<file path="src/rtl/soc_bus_arbiter_if.sv">
`timescale 1ns/1ps
// -----------------------------------------------------------------------------
// soc_bus_arbiter_if
// Bundles the three master request ports (m0 = JTAG debug, m1 = core data,
// m2 = core instruction fetch) and the shared slave memory port.
//   mN_req_i/addr_i/we_i/wdata_i : master request payload, held until gnt
//   mN_gnt_o                     : request accepted, payload latched
//   mN_rvalid_o/rdata_o/err_o    : transaction completion
//   s_req_o/addr_o/we_o/wdata_o  : request towards the shared slave
//   s_gnt_i/rvalid_i/rdata_i     : slave acceptance and response
// Modports:
//   slave  : the arbiter's view (it serves the masters, drives the slave port)
//   master : the environment's view (masters plus the slave memory)
// -----------------------------------------------------------------------------
interface soc_bus_arbiter_if #(
    parameter int ADDR_WIDTH = 32,
    parameter int DATA_WIDTH = 32
);
    logic                  m0_req_i,    m1_req_i,    m2_req_i;
    logic [ADDR_WIDTH-1:0] m0_addr_i,   m1_addr_i,   m2_addr_i;
    logic                  m0_we_i,     m1_we_i,     m2_we_i;
    logic [DATA_WIDTH-1:0] m0_wdata_i,  m1_wdata_i,  m2_wdata_i;
    logic                  m0_gnt_o,    m1_gnt_o,    m2_gnt_o;
    logic                  m0_rvalid_o, m1_rvalid_o, m2_rvalid_o;
    logic [DATA_WIDTH-1:0] m0_rdata_o,  m1_rdata_o,  m2_rdata_o;
    logic                  m0_err_o,    m1_err_o,    m2_err_o;

    logic                  s_req_o;
    logic [ADDR_WIDTH-1:0] s_addr_o;
    logic                  s_we_o;
    logic [DATA_WIDTH-1:0] s_wdata_o;
    logic                  s_gnt_i;
    logic                  s_rvalid_i;
    logic [DATA_WIDTH-1:0] s_rdata_i;

    modport slave (
        input  m0_req_i, m1_req_i, m2_req_i,
        input  m0_addr_i, m1_addr_i, m2_addr_i,
        input  m0_we_i, m1_we_i, m2_we_i,
        input  m0_wdata_i, m1_wdata_i, m2_wdata_i,
        output m0_gnt_o, m1_gnt_o, m2_gnt_o,
        output m0_rvalid_o, m1_rvalid_o, m2_rvalid_o,
        output m0_rdata_o, m1_rdata_o, m2_rdata_o,
        output m0_err_o, m1_err_o, m2_err_o,
        output s_req_o, s_addr_o, s_we_o, s_wdata_o,
        input  s_gnt_i, s_rvalid_i, s_rdata_i
    );

    modport master (
        output m0_req_i, m1_req_i, m2_req_i,
        output m0_addr_i, m1_addr_i, m2_addr_i,
        output m0_we_i, m1_we_i, m2_we_i,
        output m0_wdata_i, m1_wdata_i, m2_wdata_i,
        input  m0_gnt_o, m1_gnt_o, m2_gnt_o,
        input  m0_rvalid_o, m1_rvalid_o, m2_rvalid_o,
        input  m0_rdata_o, m1_rdata_o, m2_rdata_o,
        input  m0_err_o, m1_err_o, m2_err_o,
        input  s_req_o, s_addr_o, s_we_o, s_wdata_o,
        output s_gnt_i, s_rvalid_i, s_rdata_i
    );
endinterface

</file>
<file path="src/rtl/soc_bus_arbiter.sv">
`timescale 1ns/1ps
// -----------------------------------------------------------------------------
// soc_bus_arbiter
// Single-outstanding arbiter sharing one slave memory port between the JTAG
// debug port (m0, fixed top priority), the core data port (m1) and the core
// fetch port (m2); m1/m2 alternate round-robin and are blocked by halt_i.
// A response timeout turns a dead slave into an error completion.
// Ports:
//   clk    : clock, rising edge
//   rst    : synchronous active-high reset
//   bus    : master request ports and slave port (soc_bus_arbiter_if.slave)
//   halt_i : debug halt, gates new grants to m1/m2 only
//   busy_o : a transaction is in flight (state != IDLE)
// -----------------------------------------------------------------------------
module soc_bus_arbiter #(
    parameter int ADDR_WIDTH = 32,
    parameter int DATA_WIDTH = 32,
    parameter int TIMEOUT    = 255
) (
    input  logic             clk,
    input  logic             rst,
    soc_bus_arbiter_if.slave bus,
    input  logic             halt_i,
    output logic             busy_o
);
    localparam int                TCNT_W   = $clog2(TIMEOUT + 1);
    localparam logic [TCNT_W-1:0] TCNT_MAX = TCNT_W'(TIMEOUT);

    typedef enum logic [1:0] {IDLE, REQ, RESP} state_e;
    typedef enum logic [1:0] {OWN_M0, OWN_M1, OWN_M2} owner_e;

    state_e                state_q,   state_d;
    owner_e                owner_q,   owner_d;
    logic                  rr_last_q, rr_last_d;   // 1: m2 won last, 0: m1
    logic [TCNT_W-1:0]     tcnt_q,    tcnt_d;
    logic [ADDR_WIDTH-1:0] addr_q,    addr_d;
    logic                  we_q,      we_d;
    logic [DATA_WIDTH-1:0] wdata_q,   wdata_d;

    owner_e                win;
    logic                  win_valid;
    logic [2:0]            gnt_v, rv_v, gnt_out, rv_out;
    logic                  resp_err;
    logic [DATA_WIDTH-1:0] resp_rdata;
    logic                  s_req;

    function automatic logic [2:0] owner_onehot(owner_e o);
        return 3'b001 << o;
    endfunction

    // Winner selection; only acted upon in IDLE.
    always_comb begin
        win       = OWN_M0;
        win_valid = 1'b0;
        if (bus.m0_req_i) begin
            win       = OWN_M0;
            win_valid = 1'b1;
        end else if (bus.m1_req_i && bus.m2_req_i && !halt_i) begin
            win       = rr_last_q ? OWN_M1 : OWN_M2;
            win_valid = 1'b1;
        end else if (bus.m1_req_i && !halt_i) begin
            win       = OWN_M1;
            win_valid = 1'b1;
        end else if (bus.m2_req_i && !halt_i) begin
            win       = OWN_M2;
            win_valid = 1'b1;
        end
    end

    always_comb begin
        // NOTE: every signal written here gets a default first, so no path leaves one unassigned and no latch is inferred.
        state_d    = state_q;
        owner_d    = owner_q;
        rr_last_d  = rr_last_q;
        tcnt_d     = tcnt_q;
        addr_d     = addr_q;
        we_d       = we_q;
        wdata_d    = wdata_q;
        gnt_v      = '0;
        rv_v       = '0;
        resp_err   = 1'b0;
        resp_rdata = '0;
        s_req      = 1'b0;

        case (state_q)
            IDLE: begin
                if (win_valid) begin
                    gnt_v   = owner_onehot(win);
                    owner_d = win;
                    tcnt_d  = '0;
                    state_d = REQ;
                    case (win)
                        OWN_M1:  begin addr_d = bus.m1_addr_i; we_d = bus.m1_we_i; wdata_d = bus.m1_wdata_i; end
                        OWN_M2:  begin addr_d = bus.m2_addr_i; we_d = bus.m2_we_i; wdata_d = bus.m2_wdata_i; end
                        default: begin addr_d = bus.m0_addr_i; we_d = bus.m0_we_i; wdata_d = bus.m0_wdata_i; end
                    endcase
                    // Debug accesses do not disturb the m1/m2 fairness pointer.
                    if (win != OWN_M0) rr_last_d = (win == OWN_M2);
                end
            end
            REQ: begin
                s_req = 1'b1;
                // A real handshake takes precedence over a timeout in the same cycle.
                if (bus.s_gnt_i) begin
                    tcnt_d  = '0;
                    state_d = RESP;
                end else if (tcnt_q == TCNT_MAX) begin
                    rv_v     = owner_onehot(owner_q);
                    resp_err = 1'b1;
                    state_d  = IDLE;
                end else begin
                    tcnt_d = tcnt_q + 1'b1;   // never passes TCNT_MAX: that branch leaves the state
                end
            end
            RESP: begin
                if (bus.s_rvalid_i) begin
                    rv_v       = owner_onehot(owner_q);
                    resp_rdata = we_q ? '0 : bus.s_rdata_i;
                    state_d    = IDLE;
                end else if (tcnt_q == TCNT_MAX) begin
                    rv_v     = owner_onehot(owner_q);
                    resp_err = 1'b1;
                    state_d  = IDLE;
                end else begin
                    tcnt_d = tcnt_q + 1'b1;
                end
            end
            default: state_d = IDLE;
        endcase
    end

    always_ff @(posedge clk) begin
        // NOTE: sequential state uses non-blocking assignments so every register samples pre-edge values.
        if (rst) begin
            state_q   <= IDLE;
            owner_q   <= OWN_M0;
            rr_last_q <= 1'b1;
            tcnt_q    <= '0;
            addr_q    <= '0;
            we_q      <= 1'b0;
            wdata_q   <= '0;
        end else begin
            state_q   <= state_d;
            owner_q   <= owner_d;
            rr_last_q <= rr_last_d;
            tcnt_q    <= tcnt_d;
            addr_q    <= addr_d;
            we_q      <= we_d;
            wdata_q   <= wdata_d;
        end
    end

    // Pulses are masked while rst is high: the state register discards that
    // cycle, so a grant or response reported then would never be honoured.
    assign gnt_out = rst ? 3'b000 : gnt_v;
    assign rv_out  = rst ? 3'b000 : rv_v;

    assign bus.m0_gnt_o    = gnt_out[0];
    assign bus.m1_gnt_o    = gnt_out[1];
    assign bus.m2_gnt_o    = gnt_out[2];
    assign bus.m0_rvalid_o = rv_out[0];
    assign bus.m1_rvalid_o = rv_out[1];
    assign bus.m2_rvalid_o = rv_out[2];
    assign bus.m0_err_o    = rv_out[0] & resp_err;
    assign bus.m1_err_o    = rv_out[1] & resp_err;
    assign bus.m2_err_o    = rv_out[2] & resp_err;
    assign bus.m0_rdata_o  = rv_out[0] ? resp_rdata : '0;
    assign bus.m1_rdata_o  = rv_out[1] ? resp_rdata : '0;
    assign bus.m2_rdata_o  = rv_out[2] ? resp_rdata : '0;

    // Payload is held outside REQ; s_req_o alone qualifies it.
    assign bus.s_req_o   = s_req & ~rst;
    assign bus.s_addr_o  = addr_q;
    assign bus.s_we_o    = we_q;
    assign bus.s_wdata_o = wdata_q;
    assign busy_o        = (state_q != IDLE);
endmodule

</file>
<file path="src/flat_wrapper.sv">
// flat-port wrapper written by rule: the top's interface ports become plain ports
module soc_bus_arbiter_flat 
#(
    parameter int ADDR_WIDTH = 32,
    parameter int DATA_WIDTH = 32,
    parameter int TIMEOUT    = 255
)
  (clk, rst, halt_i, busy_o, bus_m0_req_i, bus_m1_req_i, bus_m2_req_i, bus_m0_addr_i, bus_m1_addr_i, bus_m2_addr_i, bus_m0_we_i, bus_m1_we_i, bus_m2_we_i, bus_m0_wdata_i, bus_m1_wdata_i, bus_m2_wdata_i, bus_m0_gnt_o, bus_m1_gnt_o, bus_m2_gnt_o, bus_m0_rvalid_o, bus_m1_rvalid_o, bus_m2_rvalid_o, bus_m0_rdata_o, bus_m1_rdata_o, bus_m2_rdata_o, bus_m0_err_o, bus_m1_err_o, bus_m2_err_o, bus_s_req_o, bus_s_addr_o, bus_s_we_o, bus_s_wdata_o, bus_s_gnt_i, bus_s_rvalid_i, bus_s_rdata_i);
  soc_bus_arbiter_if #(.ADDR_WIDTH(ADDR_WIDTH), .DATA_WIDTH(DATA_WIDTH)) bus_i ();
  input  logic clk;
  input  logic rst;
  input  logic halt_i;
  output logic busy_o;
  input wire logic [$bits(bus_i.m0_req_i)-1:0] bus_m0_req_i;
  input wire logic [$bits(bus_i.m1_req_i)-1:0] bus_m1_req_i;
  input wire logic [$bits(bus_i.m2_req_i)-1:0] bus_m2_req_i;
  input wire logic [$bits(bus_i.m0_addr_i)-1:0] bus_m0_addr_i;
  input wire logic [$bits(bus_i.m1_addr_i)-1:0] bus_m1_addr_i;
  input wire logic [$bits(bus_i.m2_addr_i)-1:0] bus_m2_addr_i;
  input wire logic [$bits(bus_i.m0_we_i)-1:0] bus_m0_we_i;
  input wire logic [$bits(bus_i.m1_we_i)-1:0] bus_m1_we_i;
  input wire logic [$bits(bus_i.m2_we_i)-1:0] bus_m2_we_i;
  input wire logic [$bits(bus_i.m0_wdata_i)-1:0] bus_m0_wdata_i;
  input wire logic [$bits(bus_i.m1_wdata_i)-1:0] bus_m1_wdata_i;
  input wire logic [$bits(bus_i.m2_wdata_i)-1:0] bus_m2_wdata_i;
  output wire logic [$bits(bus_i.m0_gnt_o)-1:0] bus_m0_gnt_o;
  output wire logic [$bits(bus_i.m1_gnt_o)-1:0] bus_m1_gnt_o;
  output wire logic [$bits(bus_i.m2_gnt_o)-1:0] bus_m2_gnt_o;
  output wire logic [$bits(bus_i.m0_rvalid_o)-1:0] bus_m0_rvalid_o;
  output wire logic [$bits(bus_i.m1_rvalid_o)-1:0] bus_m1_rvalid_o;
  output wire logic [$bits(bus_i.m2_rvalid_o)-1:0] bus_m2_rvalid_o;
  output wire logic [$bits(bus_i.m0_rdata_o)-1:0] bus_m0_rdata_o;
  output wire logic [$bits(bus_i.m1_rdata_o)-1:0] bus_m1_rdata_o;
  output wire logic [$bits(bus_i.m2_rdata_o)-1:0] bus_m2_rdata_o;
  output wire logic [$bits(bus_i.m0_err_o)-1:0] bus_m0_err_o;
  output wire logic [$bits(bus_i.m1_err_o)-1:0] bus_m1_err_o;
  output wire logic [$bits(bus_i.m2_err_o)-1:0] bus_m2_err_o;
  output wire logic [$bits(bus_i.s_req_o)-1:0] bus_s_req_o;
  output wire logic [$bits(bus_i.s_addr_o)-1:0] bus_s_addr_o;
  output wire logic [$bits(bus_i.s_we_o)-1:0] bus_s_we_o;
  output wire logic [$bits(bus_i.s_wdata_o)-1:0] bus_s_wdata_o;
  input wire logic [$bits(bus_i.s_gnt_i)-1:0] bus_s_gnt_i;
  input wire logic [$bits(bus_i.s_rvalid_i)-1:0] bus_s_rvalid_i;
  input wire logic [$bits(bus_i.s_rdata_i)-1:0] bus_s_rdata_i;
  assign bus_i.m0_req_i = bus_m0_req_i;
  assign bus_i.m1_req_i = bus_m1_req_i;
  assign bus_i.m2_req_i = bus_m2_req_i;
  assign bus_i.m0_addr_i = bus_m0_addr_i;
  assign bus_i.m1_addr_i = bus_m1_addr_i;
  assign bus_i.m2_addr_i = bus_m2_addr_i;
  assign bus_i.m0_we_i = bus_m0_we_i;
  assign bus_i.m1_we_i = bus_m1_we_i;
  assign bus_i.m2_we_i = bus_m2_we_i;
  assign bus_i.m0_wdata_i = bus_m0_wdata_i;
  assign bus_i.m1_wdata_i = bus_m1_wdata_i;
  assign bus_i.m2_wdata_i = bus_m2_wdata_i;
  assign bus_m0_gnt_o = bus_i.m0_gnt_o;
  assign bus_m1_gnt_o = bus_i.m1_gnt_o;
  assign bus_m2_gnt_o = bus_i.m2_gnt_o;
  assign bus_m0_rvalid_o = bus_i.m0_rvalid_o;
  assign bus_m1_rvalid_o = bus_i.m1_rvalid_o;
  assign bus_m2_rvalid_o = bus_i.m2_rvalid_o;
  assign bus_m0_rdata_o = bus_i.m0_rdata_o;
  assign bus_m1_rdata_o = bus_i.m1_rdata_o;
  assign bus_m2_rdata_o = bus_i.m2_rdata_o;
  assign bus_m0_err_o = bus_i.m0_err_o;
  assign bus_m1_err_o = bus_i.m1_err_o;
  assign bus_m2_err_o = bus_i.m2_err_o;
  assign bus_s_req_o = bus_i.s_req_o;
  assign bus_s_addr_o = bus_i.s_addr_o;
  assign bus_s_we_o = bus_i.s_we_o;
  assign bus_s_wdata_o = bus_i.s_wdata_o;
  assign bus_i.s_gnt_i = bus_s_gnt_i;
  assign bus_i.s_rvalid_i = bus_s_rvalid_i;
  assign bus_i.s_rdata_i = bus_s_rdata_i;
  soc_bus_arbiter #(.ADDR_WIDTH(ADDR_WIDTH), .DATA_WIDTH(DATA_WIDTH), .TIMEOUT(TIMEOUT)) u_core (.clk(clk), .rst(rst), .bus(bus_i), .halt_i(halt_i), .busy_o(busy_o));
endmodule
</file>
<file path="config.mk">
export PLATFORM = sky130hd
export DESIGN_NAME = soc_bus_arbiter_flat
export DESIGN_NICKNAME = d
export VERILOG_FILES = /design/src/rtl/soc_bus_arbiter_if.sv /design/src/rtl/soc_bus_arbiter.sv /design/src/flat_wrapper.sv
export SDC_FILE = /design/constraint.sdc
export NUM_CORES = 1
export LEC_CHECK = 0
export ABC_CLOCK_PERIOD_IN_PS = 3700
export BUFFER_PORTS_ARGS = -buffer_cell sky130_fd_sc_hd__buf_2
export CORE_AREA = 2 2 157 159
export DETAILED_ROUTE_END_ITERATION = 10
export DIE_AREA = 0 0 159 161
export GPL_ROUTABILITY_DRIVEN = 0
export PLACE_DENSITY = 0.56
export REMOVE_ABC_BUFFERS = 1
export SYNTH_ARGS = -nofsm -noshare
export SYNTH_HDL_FRONTEND = slang
export SYNTH_SLANG_ARGS = --single-unit
</file>
<file path="constraint.sdc">
create_clock -name clk -period 3.7 [get_ports clk]
set_input_delay 0.185 -clock clk [delete_from_list [all_inputs] [get_ports clk]]
set_output_delay 0.185 -clock clk [all_outputs]
set_load 0.01 [all_outputs]
</file>
==> flow_summary.yaml, run 1 <==
drt:
  vias: 6304
  wl_per_cell_um: 15.0
  viasPerCell: 4.41
  dr.pass1.iters: 4
  wl_um: 21400
  initialDrtViolationCount: 202
  drcViolationCount: 0
  final_antenna_net_count: 0
floorplan:
  ios: 407
  design.core.area_sq_mm: 0.0240
  start_util: 0.207
  die_w_um: 159
  rows: 57
  die_h_um: 161
  die_area_sq_mm: 0.0256
worst_setup_path:
  crit_chain: "nand2_1 > nand3_1 > inv_1 > ha_2 > buf_4 > nor3b_1 > buf_2"
  timing.rr.end: "u_core.bus.s_wdata_o[18]"
  worstRegToRegCells: 9
  rrSetupSlack_ps: 1290
  startpoint_type: "flip-flop"
  cpPeakStageDelay_ps: 540
  r2r_start: "u_core.rr_last_q"
  required_ps: 3510
  arrival_ps: 2430
  path_max_fanout: 50
  endpoint_kind: "primary output"
  worst-path-buf-inv: 3
  worstSetupPathType: "reg2out"
  cp_top_family: "buffers and inverters"
  cp_slowest_cell: "buf_4"
synth:
  ys_types: 37
  yosys_register_bits: 78
  ys_warn_count: 0
  avgSynthCellArea_sq_um: 6.76
  synth.yosys.seq_area_share: 0.314
  syn_inst: 735
  synth.cell_area_sq_mm: 0.00497
sta:
  min_period_ps: 2610
  fmax_mhz: 383
  finalHoldViolations: 0
  slew_headroom: 0.481
  drv_slew: 0
  setup_viol: 0
  rsz0062_at_grt: "no"
  fin_skew_ps: 15.3
  fin_crit_sh: 0.706
  worst_pin_slew_ps: 779
  tns_ps: 0
clock_tree:
  max-clock-path-buffers: 2
  clk_root_buffer_cell: "clkbuf_16"
  post_cts_buffers: 0
  cts_resized: 0
  clk_pin_slew_ps: 70
  hold_buffers: 0
  cts_buffers: 9
  clock_sinks: 78
  cts_tree: "yes"
  htree_levels: 3
  clk_latency_ps: 340
hold_path:
  hold_end: "u_core.bus.s_wdata_o[0]"
  hold_start: "bus_m0_wdata_i[0]"
  hp-class: "in2reg"
  holdPathStages: 5
placed_design:
  dp_hpwl_um: 17000
  io_buffer_count: 406
finish:
  fill_cells: 2687
  final_nets: 1344
  drive_gt1_frac: 0.401
  seq_area_sq_mm: 0.00156
  n_antenna_cell: 0
  multi_input_area_sq_mm: 0.00316
  area_growth_pct: 53.3
global_routing:
  gr-usage-all-layers: 0.159
  antenna_found_initial: 7
  first_global_vias: 5923
  grt.overflow.total: 0
  grt_pass1_wl_um: 32400
  grt_start_max_net_pins: 75
job:
  max-cap-violations: 0
run_status:
  status: "finished, final reports clean"
pwr:
  p_total_mw: 2.55
  peakVddDrop_mv: 0.196
  power_density_mw_per_mm2: 335
  p_leak_nw: 3.89
cells in the final DEF (no fill, tap or decap), types with 3 or more instances in the layout:
master and count:
nand2_1 202, a21oi_1 70, nor2b_1 3, nor2_1 30, a22oi_1 66, buf_4 8
ha_1 6, buf_2 406, inv_1 8, and2_1 97, nand3_1 4, nor3_1 8
xnor2_1 5, clkbuf_16 9, o21ai_0 70, dfxtp_1 78, nor3b_1 3
kinds of logic (layout without fill, tap and decap cells):
logic type,after synthesis,in the layout,synth area share
simple gates,359,359,0.343
compound gates,216,216,0.258
flops,78,78,0.314
buf+inv,69,440,0.0564
fa+ha+maj,8,8,0.0201
xor+xnor,5,5,0.00881
power by group:
part           switching [mW]  leakage [nW]  total, mW  internal, mW
logic                   0.365          3.08      0.619         0.254
clock network           0.374         0.163      0.989         0.615
registers              0.0363         0.640      0.945         0.909
total                   0.776          3.89       2.55          1.78
worst max-delay path by stage:
stage	startpoint	to	slack, ps	depth (start not counted)
6_report	u_core.rr_last_q	bus_m2_gnt_o	1090	7
5_1_grt	u_core.rr_last_q	bus_m2_gnt_o	860	7
4_1_cts	u_core.rr_last_q	bus_m2_gnt_o	1030	7
3_5_place_dp	bus_m0_req_i	u_core.bus.s_wdata_o[18]	1120	10
3_3_place_gp	bus_m0_req_i	u_core.bus.s_wdata_o[22]	1130	10
2_1_floorplan	bus_m2_req_i	u_core.state_q[0]	330	4
layout make-up:
class / count / share of cell area
inverter: 8 / 0.00394
clock buffer: 10 / 0.0313
timing repair buffer: 416 / 0.280
sequential: 78 / 0.205
tap: 324 / 0.0532
clock inverter: 6 / 0.0120
multi-input combinational: 588 / 0.415
worst reg2reg max path: cells and delay by family, from the launching register on:
kind,cells,cell delay [ps]
simple gates,3,320
buf+inv,2,660
fa+ha+maj,1,440
compound gates,3,610
flops,1,320
cell usage after synthesis (all sizes together):
cell type,instances,area (sq um)
ha,8,100
o21ba,1,10.0
a22oi,66,495
a21o,1,7.51
a31oi,2,12.5
or3b,1,8.76
buf,20,92.6
o21bai,2,15.0
or4,1,11.3
nor3b,3,22.5
nand2b,1,6.26
or3,1,6.26
and2,97,607
inv,8,30.0
nor2b,3,18.8
xnor2,5,43.8
nor3,8,40.0
nand2,202,758
nor4b,1,15.0
nand3,4,20.0
nand3b,1,7.51
dfxtp,78,1560
o31ai,1,21.3
nor4,2,27.5
or2,1,6.26
o21ai,71,355
nor2,32,128
a41oi,1,8.76
o22ai,1,6.26
clkbuf,41,158
a21oi,70,350
nand4,1,21.3
per-layer routing:
metal | global-route usage | share of wire
met2 | 0.306 | 0.52
met5 | 0 | 0
met1 | 0.169 | 0.38
met4 | 0.0517 | 0.025
met3 | 0.0416 | 0.069
registers in the layout, indices dropped and copies added (netlist names):
signal                cells
u_core.bus.s_addr_o      32
u_core.bus.s_wdata_o     32
u_core.tcnt_q             8
u_core.owner_q            2
u_core.state_q            2
u_core.bus.s_we_o         1
u_core.rr_last_q          1
through the flow:
stage / hold WS [ps] / std cells / cell area (sq um) / util / worst slack, ps
floorplan: 254 / 674 / 4720 / - / 335
global route: 227 / 1430 / 7620 / 0.318 / 861
detailed placement: 443 / 1414 / 7290 / 0.304 / 1120
finish: 208 / 1430 / 7620 / 0.318 / 1090
global placement: 440 / 1414 / 7290 / 0.304 / 1130
CTS: 189 / 1430 / 7620 / 0.318 / 1030
(Power assumes the default switching activity.)
==> run 2: changes to the inputs <==
- ABC_AREA: default -> 1
- ABC_CLOCK_PERIOD_IN_PS: 3700 -> 2300
- CORE_AREA: 2 2 157 159 -> 2 2 156 158
- DIE_AREA: 0 0 159 161 -> 0 0 158 160
- PLACE_DENSITY: 0.56 -> 0.58
- clock period: 3.7 -> 2.3 ns (I/O delays scaled with it)
==> run 2 against run 1 <==
  * Sequential share of layout area is 0.30 points lower
  * Final area is 1.8% higher
  * First-iteration DRC count is 31% higher
  * Sequential power is 72% higher
  * Clock-buffer cell count is 1 higher
  * Register-to-register slack worse by 800 ps
  * Hold slack worse by 180 ps
==> flow_summary.yaml, run 2 <==
synth:
  yosysMostFrequentCell: "nand2_1"
  ys_top_cells_by_area: "dfxtp_1 (32%), nand2_1 (15%), a22o_1 (12%)"
  synth_edf_count: 0
  synth.cell_area_sq_mm: 0.00489
  synth_common_cells: "nand2_1 (193), nor2_1 (122), dfxtp_1 (78)"
  ys_types: 27
  synth_area_leader_cell: "dfxtp_1"
  synthArstFlopShare: 0
  syn_inst: 741
  ys.flop_type: "dfxtp_1"
  yosys_register_bits: 78
  ys_warn_count: 0
  synth.yosys.seq_area_share: 0.319
  avgSynthCellArea_sq_um: 6.60
  yosysTopAreaCellShare: 0.319
clock_tree:
  clk_root_buffer_cell: "clkbuf_16"
  max-clock-path-buffers: 2
  clock_sinks: 78
  clk_pin_slew_ps: 70
  cts_buffers: 9
  cts_tree: "yes"
  clk_latency_ps: 340
  htree_levels: 3
  hold_buffers: 0
worst_setup_path:
  startpoint_type: "flip-flop"
  required_ps: 2180
  worstSetupPathType: "reg2out"
  arrival_ps: 2060
  startpoint: "u_core.state_q[1]"
  endpoint_kind: "primary output"
  r2r_start: "u_core.rr_last_q"
  path_max_fanout: 9
pwr:
  p_leak_nw: 3.80
  p_total_mw: 4.24
  peakVddDrop_mv: 0.259
  power_density_mw_per_mm2: 546
finish:
  seq_area_sq_mm: 0.00157
  n_antenna_cell: 0
  layout_commonest_cell: "buf_2"
  multi_input_area_sq_mm: 0.00309
  area_growth_pct: 58.8
  drive_gt1_frac: 0.423
  layout_common_cells: "buf_2 (406), nand2_1 (192), nor2_1 (116), dfxtp_1 (74), o21ai_0 (73)"
  final_nets: 1365
  fin_cells: 1451
  fill_cells: 2654
drt:
  vias: 6569
  drcViolationCount: 0
  initialDrtViolationCount: 265
  dr.pass1.iters: 4
  wl_um: 22100
  viasPerCell: 4.53
  final_antenna_net_count: 0
  wl_per_cell_um: 15.2
floorplan:
  start_util: 0.205
  die_w_um: 158
  die_area_sq_mm: 0.0253
  design.core.area_sq_mm: 0.0238
  ios: 407
  rows: 57
  die_h_um: 160
sta:
  fmax_mhz: 459
  min_period_ps: 2180
  finalHoldViolations: 0
  fin_skew_ps: 11.8
  slew_headroom: 0.579
  tns_ps: 0
  setup_viol: 0
  drv_slew: 0
  worst_pin_slew_ps: 630
  holdWs_ps: 31.5
  fin_crit_sh: 0.947
global_routing:
  antenna_found_initial: 5
  grt.overflow.total: 0
  grt_pass1_wl_um: 30900
  gr-usage-all-layers: 0.158
  grt_start_max_net_pins: 83
  first_global_vias: 5774
hold_path:
  hp-class: "in2reg"
  hold_start: "bus_m0_wdata_i[3]"
placed_design:
  io_buffer_count: 406
  dp_hpwl_um: 16400
  placedCellCount: 1419
job:
  max-cap-violations: 0
run_status:
  status: "finished, final reports clean"
## run 2: cell count changes after synthesis, sizes merged, moves of 6 or more
cell | previous run | this run
nand3 | 4 | 14
nor2 | 32 | 127
a22oi | 66 | 0
a22o | 0 | 65
a31oi | 2 | 66
nor3 | 8 | 2
inv | 8 | 29
a21oi | 70 | 7
and2 | 97 | 0
## run 2: cells by family after synthesis
kind of cell             after synthesis  share of synthesized area
AO/OA/AOI/OAI                        217                      0.291
adder cells (fa/ha/maj)                8                     0.0205
buffers and inverters                 93                     0.0832
AND/OR/NAND/NOR                      345                      0.286
flip-flops                            78                      0.319
## run 2: worst paths after layout
kind / to / slack [ps] / depth (start not counted)
min: u_core.bus.s_wdata_o[3] / 30 / 3
max reg2reg: u_core.bus.s_wdata_o[11] / 490 / 7
max: bus_m0_rdata_o[10] / 120 / 10
min reg2reg: u_core.tcnt_q[6] / 500 / 2
## run 2: cell type report
cell class | instances | area share
Clock buffer | 11 | 0.0313
Clock inverter | 5 | 0.00532
Inverter | 30 | 0.0145
Multi-Input combinational cell | 577 | 0.398
Sequential cell | 78 | 0.202
Tap cell | 324 | 0.0522
Timing Repair Buffer | 426 | 0.297
## run 2: power by group
part	total, mW	switching, mW	leakage (nW)	internal, mW
Combinational	1.22	0.701	3.02	0.517
Clock	1.38	0.613	0.133	0.772
Sequential	1.63	0.100	0.647	1.53
Total	4.24	1.41	3.80	2.82
## run 2: worst max-delay path, cell delays in order (launching register included)
cell,delay [ps]
dfxtp_2,340
inv_1,90
ha_1,180
inv_1,80
o21ai_2,170
nand2_2,90
nor2_4,120
buf_12,170
nand3_4,170
nor2_1,160
buf_2,150
## run 2: stage by stage
stage / instance area (sq um) / setup slack (ps) / util
3_3_place_gp: 7230 / 409 / 0.304
2_1_floorplan: 4600 / -3260 / -
5_1_grt: 7760 / -7.10 / 0.326
4_1_cts: 7600 / 0.769 / 0.319
3_5_place_dp: 7230 / 331 / 0.304
6_report: 7760 / 123 / 0.326
## run 2: repair_timing
item	in CTS	in global routing
pin swaps	2	3
setup buffers	1	8
setup endpoints to repair	44	100
cloned	3	4
resized for setup	5	17
## run 2: metal layers
metal / track usage / part of all wire / vias to the layer above
met5: 0 / 0.0016 / -
met4: 0.0389 / 0.021 / 4
met3: 0.0331 / 0.070 / 33
met2: 0.319 / 0.53 / 312
met1: 0.160 / 0.38 / 2911
li1: - / - / 3309
==> run 3: changes to the inputs <==
- REMOVE_ABC_BUFFERS: 1 -> default
==> run 3 against run 2 <==
  * Flip-flop and latch count stayed put
  * Final cell count is 0.34% higher
  * Power is 2.4% higher
  * Setup slack worse by 63 ps
  * Wire length is 7.4% higher
  * Clock skew hardly changed
  * Sequential share of layout area is 0.32 points lower
  * Critical path depth is 1 higher
  * Fmax is 2.8% lower
  * Largest cell class unchanged
  * Combinational power hardly changed
  * Clock power is 7% higher
  * Critical endpoint is now bus_m0_rdata_o[16]
  * First-iteration DRC count is 41% higher
==> flow_summary.yaml, run 3 (synthesis gave the netlist of run 2 again) <==
run_status:
  status: "finished, final reports clean"
clock_tree:
  clk_root_buffer_cell: "clkbuf_16"
  hold_buffers: 0
  max-clock-path-buffers: 2
  cts_buffers: 9
  clk_latency_ps: 340
  htree_levels: 3
  cts_tree: "yes"
  clock_sinks: 78
  clk_pin_slew_ps: 70
worst_setup_path:
  cp_slowest_cell: "dfxtp_2"
  crit_chain: "ha_4 > inv_1 > nor2_4 > nand2_4 > nand2_4 > nand2_2 > nor2_4 > clkbuf_16 > nand3_4 > nor2_1 > buf_2"
  startpoint_type: "flip-flop"
  required_ps: 2180
  arrival_ps: 2130
  worstSetupPathType: "reg2out"
  cpPeakStageDelay_ps: 360
  path_max_fanout: 8
  endpoint_kind: "primary output"
drt:
  viasPerCell: 4.63
  wl_per_cell_um: 16.3
  initialDrtViolationCount: 373
  drcViolationCount: 0
  dr.pass1.iters: 5
  final_antenna_net_count: 0
  vias: 6741
  wl_um: 23800
global_routing:
  grt_start_max_net_pins: 83
  met1_usage: 0.182
  grt.overflow.total: 0
  use_met2: 0.325
  met3_usage: 0.0318
  gr-usage-all-layers: 0.167
  antenna_found_initial: 5
  grt-busiest-layer: "met2"
  grt_pass1_wl_um: 32700
  first_global_vias: 6092
placed_design:
  io_buffer_count: 406
  dp_hpwl_um: 17200
  pre_cts_ws_ps: 294
pwr:
  peakVddDrop_mv: 0.276
  p_total_mw: 4.34
  p_leak_nw: 3.81
  power_density_mw_per_mm2: 550
finish:
  layout_commonest_cell: "buf_2"
  final_nets: 1369
  post-route-util: 0.331
  layout_common_cells: "buf_2 (406), nand2_1 (192), nor2_1 (104), dfxtp_1 (74), o21ai_0 (73)"
  drive_gt1_frac: 0.439
  area_growth_pct: 61.3
floorplan:
  design.core.area_sq_mm: 0.0238
  start_util: 0.205
  die_w_um: 158
  ios: 407
  die_h_um: 160
  rows: 57
  die_area_sq_mm: 0.0253
sta:
  finalWorstSetupSlack_ps: 59.9
  setup_viol: 0
  drv_slew: 0
  finalHoldViolations: 0
  slew_headroom: 0.524
  fin_skew_ps: 11.4
  min_period_ps: 2240
  fin_crit_sh: 0.974
  fmax_mhz: 446
  tns_ps: 0
  worst_pin_slew_ps: 712
job:
  max-cap-violations: 0
synth:
  synth_nets: 984
hold_path:
  hp-class: "in2reg"
## run 3: changes by cell type in the layout (fill, tap and decap cells not counted), moves of 2 or more
cell     previous run  this run
buf_12              9         7
buf_6               0         3
inv_1              28        26
inv_2               2         4
nand3_4             8        12
nor2_1            116       104
nor2_2              7        19
## run 3: what timing repair did
item,in CTS,in global routing
buffers inserted,1,6
gates cloned,3,8
resized for setup,6,39
setup endpoints to repair,66,94
pin swaps,3,10
## run 3: worst paths after layout
| path | start | cells past startpoint | slack, ps | endpoint |
|---|---|---|---|---|
| worst max-delay path | u_core.tcnt_q[0] | 11 | 60 | bus_m0_rdata_o[16] |
| worst max register to register | u_core.rr_last_q | 8 | 430 | u_core.bus.s_addr_o[8] |
| worst min register to register | u_core.tcnt_q[7] | 2 | 510 | u_core.tcnt_q[7] |
| worst min-delay path | bus_m0_wdata_i[25] | 3 | 20 | u_core.bus.s_wdata_o[25] |
## run 3: through the flow
stage | instance area [sq um] | instances | hold WS, ps
3_5_place_dp | 7220 | 1421 | 381
4_1_cts | 7610 | 1441 | 3.31
6_report | 7890 | 1456 | 20.6
3_3_place_gp | 7220 | 1421 | 374
5_1_grt | 7890 | 1456 | 19.4
2_1_floorplan | 4890 | 741 | 268
## run 3: area by class of cell
cell class / instances / area [sq um]
antenna: 1 / 2.50
clock buffer: 10 / 229
clock inverter: 6 / 68.8
fill: 2600 / 15900
inverter: 30 / 113
multi-input combinational: 580 / 3190
sequential: 78 / 1570
tap: 324 / 405
timing repair buffer: 427 / 2310
## run 3: routing by layer
layer,share of wire,vias up
met5,0.00046,-
li1,-,3331
met2,0.52,325
met1,0.39,3050
met3,0.069,33
met4,0.022,2
## run 3: critical path: cells and delay by family, from the launching register on
kind	cells	cell delay (ps)
buffers and inverters	3	440
adders and majority gates	1	150
and+or+nand+nor	7	850
DFF	1	360
## run 3: where the power goes
group	leakage (nW)	internal [mW]	switching [mW]	total [mW]
sequential	0.647	1.53	0.104	1.64
combinational	3.02	0.512	0.713	1.23
clock	0.143	0.850	0.623	1.47
total	3.81	2.90	1.44	4.34
